### src/rtl/dac_slew_sequencer.sv
// dac_slew_sequencer: slews a DAC code toward a target in bounded steps, spacing write strobes by at least MIN_GAP cycles.
module dac_slew_sequencer #(
  parameter int MIN_GAP = 8,
  parameter int CODE_W  = 12
) (
  input  logic              clk,
  input  logic              rst,
  input  logic [CODE_W-1:0] tgt_code,
  input  logic              tgt_valid,
  input  logic [CODE_W-1:0] step_size,
  input  logic [15:0]       update_div,
  input  logic              force_en,
  output logic [CODE_W-1:0] dac_out,
  output logic              dac_out_en,
  output logic              busy,
  output logic              at_target
);
  localparam int GW = $clog2(MIN_GAP + 1);
  typedef enum logic [1:0] {IDLE, SLEW, FORCE} state_t;
  state_t            st_q, st_d;
  logic [CODE_W-1:0] cur_q, cur_d, tgt_q, tgt_d, step_q, step_d, out_q, out_d;
  logic [15:0]       div_q, div_d, cnt_q, cnt_d;
  logic [GW-1:0]     gap_q, gap_d;
  logic              en_q, en_d;
  logic              gap_ok, tick, up;
  logic [CODE_W:0]   diff;
  logic [CODE_W-1:0] stepped;
  assign gap_ok  = gap_q >= GW'(MIN_GAP - 1);
  assign tick    = cnt_q >= div_q - 16'd1;
  assign up      = tgt_q > cur_q;
  assign diff    = up ? {1'b0, tgt_q} - {1'b0, cur_q} : {1'b0, cur_q} - {1'b0, tgt_q};
  // No overshoot: when the remaining distance exceeds the step, cur+/-step stays inside the code range.
  assign stepped = diff <= {1'b0, step_q} ? tgt_q : up ? cur_q + step_q : cur_q - step_q;
  always_comb begin
    st_d   = st_q;
    cur_d  = cur_q;
    tgt_d  = tgt_q;
    step_d = step_q;
    div_d  = div_q;
    out_d  = out_q;
    en_d   = 1'b0;
    cnt_d  = &cnt_q ? cnt_q : cnt_q + 16'd1;
    if (st_q == SLEW && tick && gap_ok) begin
      cur_d = stepped;
      out_d = stepped;
      en_d  = 1'b1;
      cnt_d = '0;
      st_d  = stepped == tgt_q ? IDLE : SLEW;
    end else if (st_q == FORCE && gap_ok) begin
      cur_d = tgt_q;
      out_d = tgt_q;
      en_d  = 1'b1;
      st_d  = IDLE;
    end
    // A new request is applied after any coincident tick, so that tick still uses the old target.
    if (tgt_valid) begin
      tgt_d  = tgt_code;
      step_d = step_size == '0 ? CODE_W'(1) : step_size;
      div_d  = update_div < 16'(MIN_GAP) ? 16'(MIN_GAP) : update_div;
      if (tgt_code == cur_d) st_d = IDLE;
      else if (force_en && gap_ok && !en_d) begin
        cur_d = tgt_code;
        out_d = tgt_code;
        en_d  = 1'b1;
        st_d  = IDLE;
      end else if (force_en) st_d = FORCE;
      else begin
        st_d  = SLEW;
        cnt_d = st_q == SLEW ? cnt_d : 16'd1;
      end
    end
    gap_d = en_d ? '0 : gap_q >= GW'(MIN_GAP) ? gap_q : gap_q + GW'(1);
  end
  always_ff @(posedge clk) begin
    if (rst) begin
      st_q   <= IDLE;
      cur_q  <= '0;
      tgt_q  <= '0;
      step_q <= CODE_W'(1);
      div_q  <= 16'(MIN_GAP);
      cnt_q  <= '0;
      out_q  <= '0;
      en_q   <= 1'b0;
      gap_q  <= GW'(MIN_GAP);
    end else begin
      st_q   <= st_d;
      cur_q  <= cur_d;
      tgt_q  <= tgt_d;
      step_q <= step_d;
      div_q  <= div_d;
      cnt_q  <= cnt_d;
      out_q  <= out_d;
      en_q   <= en_d;
      gap_q  <= gap_d;
    end
  end
  assign dac_out    = out_q;
  assign dac_out_en = en_q;
  assign busy       = st_q != IDLE;
  assign at_target  = st_q == IDLE && cur_q == tgt_q;
endmodule

### config.mk
export PLATFORM = sky130hd
export DESIGN_NAME = dac_slew_sequencer
export DESIGN_NICKNAME = d
export VERILOG_FILES = /design/src/rtl/dac_slew_sequencer.sv
export SDC_FILE = /design/constraint.sdc
export NUM_CORES = 1
export LEC_CHECK = 0
export CORE_AREA = 10 10 126 128
export DETAILED_ROUTE_END_ITERATION = 7
export DIE_AREA = 0 0 136 138
export GPL_TIMING_DRIVEN = 0
export PLACE_DENSITY = 0.75
export SLEW_MARGIN = 20
export SYNTH_ARGS = -nofsm -noshare
export SYNTH_HDL_FRONTEND = slang
export SYNTH_SLANG_ARGS = --single-unit
export TNS_END_PERCENT = 10
### constraint.sdc
create_clock -name clk -period 8.84 [get_ports clk]
set_input_delay 1.326 -clock clk [delete_from_list [all_inputs] [get_ports clk]]
set_output_delay 1.326 -clock clk [all_outputs]
set_load 0.005 [all_outputs]
==> metrics, run 1 <==
most frequent cells in the layout nor2_1, dfxtp_1, ha_1, inv_1, xnor2_1; Mapped Cells roughly 870; setup slack after layout 1.13 ns; Total Neg Setup Slack 0 ns; Worst-path clk slew 0.07 ns; root buffer cell clkbuf_16; Hold Slack about 0.53 ns; CTS sink count 87; Core ar. 0.0135 sq mm; Post-DRT Antenna Nets 0; synthesized flop and latch total 87; top cell type's share of synthesized area 0.240; final-report setup violation count 0; synthesized area per cell 8.32 sq um; Routed wire per std cell approximately 20 microns; Hold Violations, Final 0; ant diodes 0; Final Slew Violations 0; commonest non-fill, non-tap cell in the layout nor2_1; Internal 963 uW; total track usage 0.232; # hold bufs at CTS 0; outcome finished clean; worst slew pin tran roughly 0.92 ns; RSZ-0062 raised after global routing no; clock power share 0.268; maximum VDD drop 0.142 mV; Netlist cell types 89; Clock Latency Late Sink 0.35 ns; Setup Skew 0.0114 ns; Power Dens Cells 188 mW/mm^2; final core occ 0.618; Vias/cell 6.05; vias in the first global route 6,530; fin crit period between 7 and 8 ns; leakage roughly 0.0034 uW; # port buffers 54; Core Rows 43; Final period util 0.872; Worst Path Max Fanout 10; DR DRC count 0; DRT Pass-1 Iters 5; starting density of the core 0.537; Arr. time, crit path 7.94 ns; Hold Path Class reg -> reg; die width 136 microns; CTS tree built; main area contributors after synthesis dfxtp_1, ha_1, mux2i_1; antenna violations before repair 0; Design Power 1570 uW; top_reg_cell synth dfxtp_1; Async SR Flop Fraction 0; Post-CTS Setup Inserts 0; Place WS 1.31 ns; number of synthesized flops with an enable pin 0; DPL Wire Length about 18 mm; GRT overflow 0; die height around 140 microns; area leader, netlist dfxtp_1; Slew Limit Headroom 0.384; Starting DRT DRC Count 640; TritonCTS buffer count 9; DRT Wirelength roughly 22 mm; critical path startpoint category flip-flop; share of layout cells above drive strength 1 0.0573; GPL Wtd Cong 0.969; Yosys warnings 0; Fillers 1,222; Psw 608 uW; Seq/Total Area, Yosys 0.240; Nets 1,052; Reg power frac 0.279; H-tree levels 3; Post-CTS Resized 0; Max Cap Violations 0; combinational share of power 0.453; CP endpoint kind flip-flop; R2R setup slack roughly 1.1 ns; Synth Cell Area 0.00725 sq mm; Crit Path Class reg -> reg; I/O pin total about 60; Switching Share 0.387; largest net degree at the start of global routing 17; Syn Nets between 900 and 1,000; total die area 0.0188 sq mm; Vias approximately 6,800; first-pass GRT wire length 35.3 mm; Max Clock Freq around 130 MHz; Critical Path RT 9.07 ns; Max clock buf depth 2; Layout area overhead 15.1%
## stage by stage
stage | instance area (sq um) | std cells
final | 8350 | 1122
after global routing | 8350 | 1122
after CTS | 8350 | 1122
after detailed placement | 8020 | 1106
after global placement | 8020 | 1106
after floorplan | 7250 | 872
## layer usage
| metal | vias up | global-route usage | wire [microns] |
|---|---|---|---|
| li1 | 3314 | - | - |
| met1 | 3174 | 0.306 | 9880 |
| met2 | 248 | 0.364 | 10200 |
| met3 | 56 | 0.0453 | 1270 |
| met4 | 0 | 0.0869 | 825 |
| met5 | - | 0 | 0 |
## sequential cells by signal (all words and copies together) (netlist names), 2 cells and up
signal / count
div_q: 16
tgt_q: 12
cnt_q: 16
cur_q: 12
step_q: 12
gap_q: 4
st_q: 2
dac_out: 12
## critical path, stage by stage (launching register included)
cell and delay (ns):
dfxtp_1 0.44, inv_1 0.12, ha_1 0.43, and3_4 0.26, nand2_4 0.07, or4_4 0.59, o21a_2 0.19, a221oi_1 0.33
o311ai_0 0.24, a21boi_0 0.23, o21ai_0 0.15, a221oi_1 0.41, o22ai_1 0.12, a21oi_1 0.29, xnor2_1 0.17, ha_1 0.18
a2111oi_0 0.06, and3_1 0.19, o32ai_2 0.66, o31ai_4 0.24, a222oi_1 0.42, xnor2_1 0.17, a2111oi_2 0.69, a31oi_4 0.32
nand2_4 0.21, buf_2 0.27, o21ai_0 0.14
## power groups by stage
stage | clock network, uW | registers (uW) | logic, uW
finish | 421 | 439 | 711
global route | 443 | 441 | 773
CTS | 427 | 438 | 700
detailed placement | 0 | 447 | 694
global placement | 0 | 446 | 688
floorplan | 0 | 438 | 520
## synthesized netlist by cell type, types with 8 or more instances
cell type / n
and3_1: 10
clkbuf_1: 18
inv_1: 61
mux2i_1: 55
a21oi_1: 45
o22ai_1: 9
xor2_1: 15
nand2_1: 49
nand4_1: 15
o21ai_0: 35
xnor2_1: 56
dfxtp_1: 87
nand3_1: 23
o211ai_1: 8
nor2_1: 103
ha_1: 68
nor4_1: 10
nor3_1: 25
a21o_1: 13
## path summary, 6_finish.rpt
| check | cells past startpoint | startpoint | end |
|---|---|---|---|
| worst min register to register | 2 | div_q[15] | div_q[15] |
| worst min-delay path | 2 | div_q[15] | div_q[15] |
| worst max register to register | 26 | cur_q[9] | cur_q[10] |
| worst max-delay path | 26 | cur_q[9] | cur_q[10] |
## logic make-up (layout without fill, tap and decap cells)
logic type      count (synthesis)  count (layout)  share of synthesized area
compound gates                216             216                      0.229
xor+xnor                       72              72                     0.0888
fa+ha+maj                      71              71                      0.126
buf+inv                        92             162                     0.0528
flops                          87              87                      0.240
mux                            55              55                     0.0759
simple gates                  279             279                      0.188
## area by class of cell
| class | instances | area, sq um | share of cell area |
|---|---|---|---|
| Sequential cell | 87 | 1740 | 0.209 |
| Clock buffer | 9 | 225 | 0.0270 |
| Timing Repair Buffer | 54 | 541 | 0.0647 |
| Tap cell | 180 | 225 | 0.0270 |
| Buffer | 31 | 154 | 0.0184 |
| Multi-Input combinational cell | 693 | 5130 | 0.614 |
| Clock inverter | 7 | 104 | 0.0124 |
| Inverter | 61 | 229 | 0.0274 |
(Power assumes the default switching activity.)
==> run 2, diff against run 1 <==
--- a/config.mk
+++ b/config.mk
@@ -8,7 +8,9 @@
 export CORE_AREA = 10 10 126 128
 export DETAILED_ROUTE_END_ITERATION = 7
 export DIE_AREA = 0 0 136 138
+export GPL_ROUTABILITY_DRIVEN = 0
 export GPL_TIMING_DRIVEN = 0
+export HOLD_SLACK_MARGIN = 0.02
 export PLACE_DENSITY = 0.75
 export SLEW_MARGIN = 20
 export SYNTH_ARGS = -nofsm -noshare
==> run 2 against run 1 <==
  * Global-route usage fell by 0.38 points
  * Worst hold slack better by 0.0042 ns
  * Register-to-register slack got worse by 0.05 ns
  * Cell count is the same
  * Sequential share of layout area grew 0.11 points
  * Cell area is 0.54% lower
  * Clock skew is 0.0026 ns lower
  * Via count grew 1.3%
  * Die area is the same
  * Worst setup slack got worse by 0.052 ns
  * Utilization fell by 0.33 points
  * Clock-buffer cell count increased by 2
  * Highest routed layer unchanged
==> metrics, run 2 (same netlist as run 1, synthesis figures left out) <==
outcome finished clean; # port buffers 54 (unchanged); vias in the first global route 6,471 (-0.90%); Setup Skew 0.00883 ns (-0.00259 ns); critical path startpoint category flip-flop; Total Neg Setup Slack 0 ns (unchanged); Hold Path Class reg -> reg; Largest regs cnt_q: 16 flops, div_q: 16 flops; final-report setup violation count 0 (unchanged); Max Clock Freq 129 MHz (-0.67%); total track usage 0.228 (-0.00383); placed cell count 1,106 (unchanged); TritonCTS buffer count 9 (unchanged); worst slew pin tran 0.929 ns (+0.00821 ns); DR DRC count 0 (unchanged); CP endpoint kind flip-flop; Design Power 1520 uW (-3.1%); Nets 1,052 (unchanged); H-tree levels 3 (unchanged); DRT Pass-1 Iters 6 (+1); Clock Latency Late Sink 0.35 ns (about the same); Reg power frac 0.288 (+0.009); fin crit period 7.76 ns (+0.0521 ns); Hold Violations, Final 0 (unchanged); Worst-path clk slew 0.07 ns (about the same); GR Util met3 0.0406 (-0.00471); Crit Path Class reg -> reg; fin cells 1,122 (unchanged); met2 Resource Use GR 0.351 (-0.0131); ant diodes 0 (unchanged); die width 136 microns (unchanged); antenna violations before repair 0 (unchanged); DPL Wire Length 17.0 mm (-2.8%); Psw 609 uW (+0.20%); die height 138 microns (unchanged); Post-DRT Antenna Nets 0 (unchanged); DRT Wirelength 21.8 mm (-1.6%); Slew Limit Headroom 0.380 (-0.00393); GR peak layer met2; combinational share of power 0.469 (+0.016); # hold bufs at CTS 0 (unchanged); Worst Path Max Fanout 10 (unchanged); Post-CTS Setup Inserts 0 (unchanged); Power Dens Cells 183 mW/mm^2 (-2.5%); total die area 0.0188 sq mm (unchanged); Starting DRT DRC Count 673 (+5.2%); Vias 6,879 (+1.3%); Core ar. 0.0135 sq mm (unchanged); Internal 914 uW (-5.1%); Switching Share 0.400 (+0.0130); Core Rows 43 (unchanged); Max Cap Violations 0 (unchanged); RSZ-0062 raised after global routing no; Max clock buf depth 2 (unchanged); I/O pin total 59 (unchanged); Routed wire per std cell 19.4 microns (-1.6%); clock power share 0.243 (-0.025); Post-CTS Resized 0 (unchanged); met1 usage 0.298 (-0.00768); GRT overflow 0 (unchanged); CTS sink count 87 (unchanged); Fillers 1,242 (+1.6%); starting density of the core 0.537 (unchanged); most frequent cells in the layout nor2_1, dfxtp_1, ha_1, inv_1, xnor2_1; CTS tree built; share of layout cells above drive strength 1 0.0563 (-0.00106); maximum VDD drop 0.142 mV (+0.57%); first-pass GRT wire length 34.7 mm (-1.5%); Critical Path RT 9.07 ns (about the same); Layout area overhead 14.5%; root buffer cell clkbuf_16; Final period util 0.878 (+0.00589); leakage 0.00341 uW (-0.47%); Vias/cell 6.13 (+1.3%); Final Slew Violations 0 (unchanged); largest net degree at the start of global routing 16 (-1); Arr. time, crit path 7.99 ns (+0.05 ns); commonest non-fill, non-tap cell in the layout nor2_1
run 2: critical path: stages, from the launching register on:
cell and delay (ns):
dfxtp_1 0.45, inv_1 0.13, ha_1 0.44, and3_4 0.26, nand2_4 0.07, or4_4 0.59
o21a_2 0.19, nand2_1 0.17, clkbuf_1 0.44, a21oi_1 0.24, a31oi_1 0.32, o22ai_1 0.12
a31oi_1 0.22, xnor2_1 0.17, ha_1 0.29, a2111oi_0 0.44, and3_1 0.30, o32ai_2 0.20
a2111oi_1 0.89, nor4_1 0.14, nor4_1 0.35, nor4b_4 0.35, a31oi_4 0.25, nand2_4 0.21
buf_2 0.28, o21ai_0 0.12
run 2: area by class of cell:
type	instances	area, sq um	share of cell area
flip-flops and latches	87	1740	0.210
plain buffers	31	154	0.0185
multi-input cells	693	5130	0.618
repair buffers	54	541	0.0651
clock inverters	5	41.3	0.00497
well taps	180	225	0.0271
inverters	61	229	0.0276
clock buffers	11	243	0.0292
run 2: power by group through the flow:
stage / sequential (uW) / combinational, uW / clock [uW]
finish: 439 / 714 / 370
global route: 441 / 779 / 389
CTS: 438 / 701 / 375
detailed placement: 447 / 696 / 0
global placement: 446 / 686 / 0
floorplan: 438 / 520 / 0
run 2: worst paths after layout:
kind | startpoint | endpoint | slack [ns] | cells past startpoint
worst max register to register | cur_q[9] | cur_q[4] | 1.08 | 25
worst max-delay path | cur_q[9] | cur_q[4] | 1.08 | 25
worst min register to register | div_q[15] | div_q[15] | 0.53 | 2
worst min-delay path | div_q[15] | div_q[15] | 0.53 | 2
run 2: per-layer routing:
metal	vias to the layer above	part of all wire
met5	-	0
met1	3189	0.44
met3	60	0.066
met2	308	0.45
met4	0	0.051
li1	3322	-
run 2: metrics by stage:
| step | hold WS [ns] | area (sq um) | util | setup slack, ns |
|---|---|---|---|---|
| floorplan | 0.482 | 7250 | - | 2.57 |
| global placement | 0.511 | 8020 | 0.594 | 1.32 |
| detailed placement | 0.514 | 8020 | 0.594 | 1.37 |
| CTS | 0.530 | 8300 | 0.615 | 1.33 |
| global route | 0.567 | 8300 | 0.615 | 0.754 |
| finish | 0.534 | 8300 | 0.615 | 1.08 |
==> run 3, diff against run 2 <==
--- a/config.mk
+++ b/config.mk
@@ -5,14 +5,15 @@
 export SDC_FILE = /design/constraint.sdc
 export NUM_CORES = 1
 export LEC_CHECK = 0
+export CAP_MARGIN = 30
 export CORE_AREA = 10 10 126 128
+export CTS_CLUSTER_DIAMETER = 100
 export DETAILED_ROUTE_END_ITERATION = 7
 export DIE_AREA = 0 0 136 138
 export GPL_ROUTABILITY_DRIVEN = 0
 export GPL_TIMING_DRIVEN = 0
 export HOLD_SLACK_MARGIN = 0.02
 export PLACE_DENSITY = 0.75
-export SLEW_MARGIN = 20
 export SYNTH_ARGS = -nofsm -noshare
 export SYNTH_HDL_FRONTEND = slang
 export SYNTH_SLANG_ARGS = --single-unit
==> results of run 3 <==
The final DEF is identical to that of run 2; final timing and power are the same.
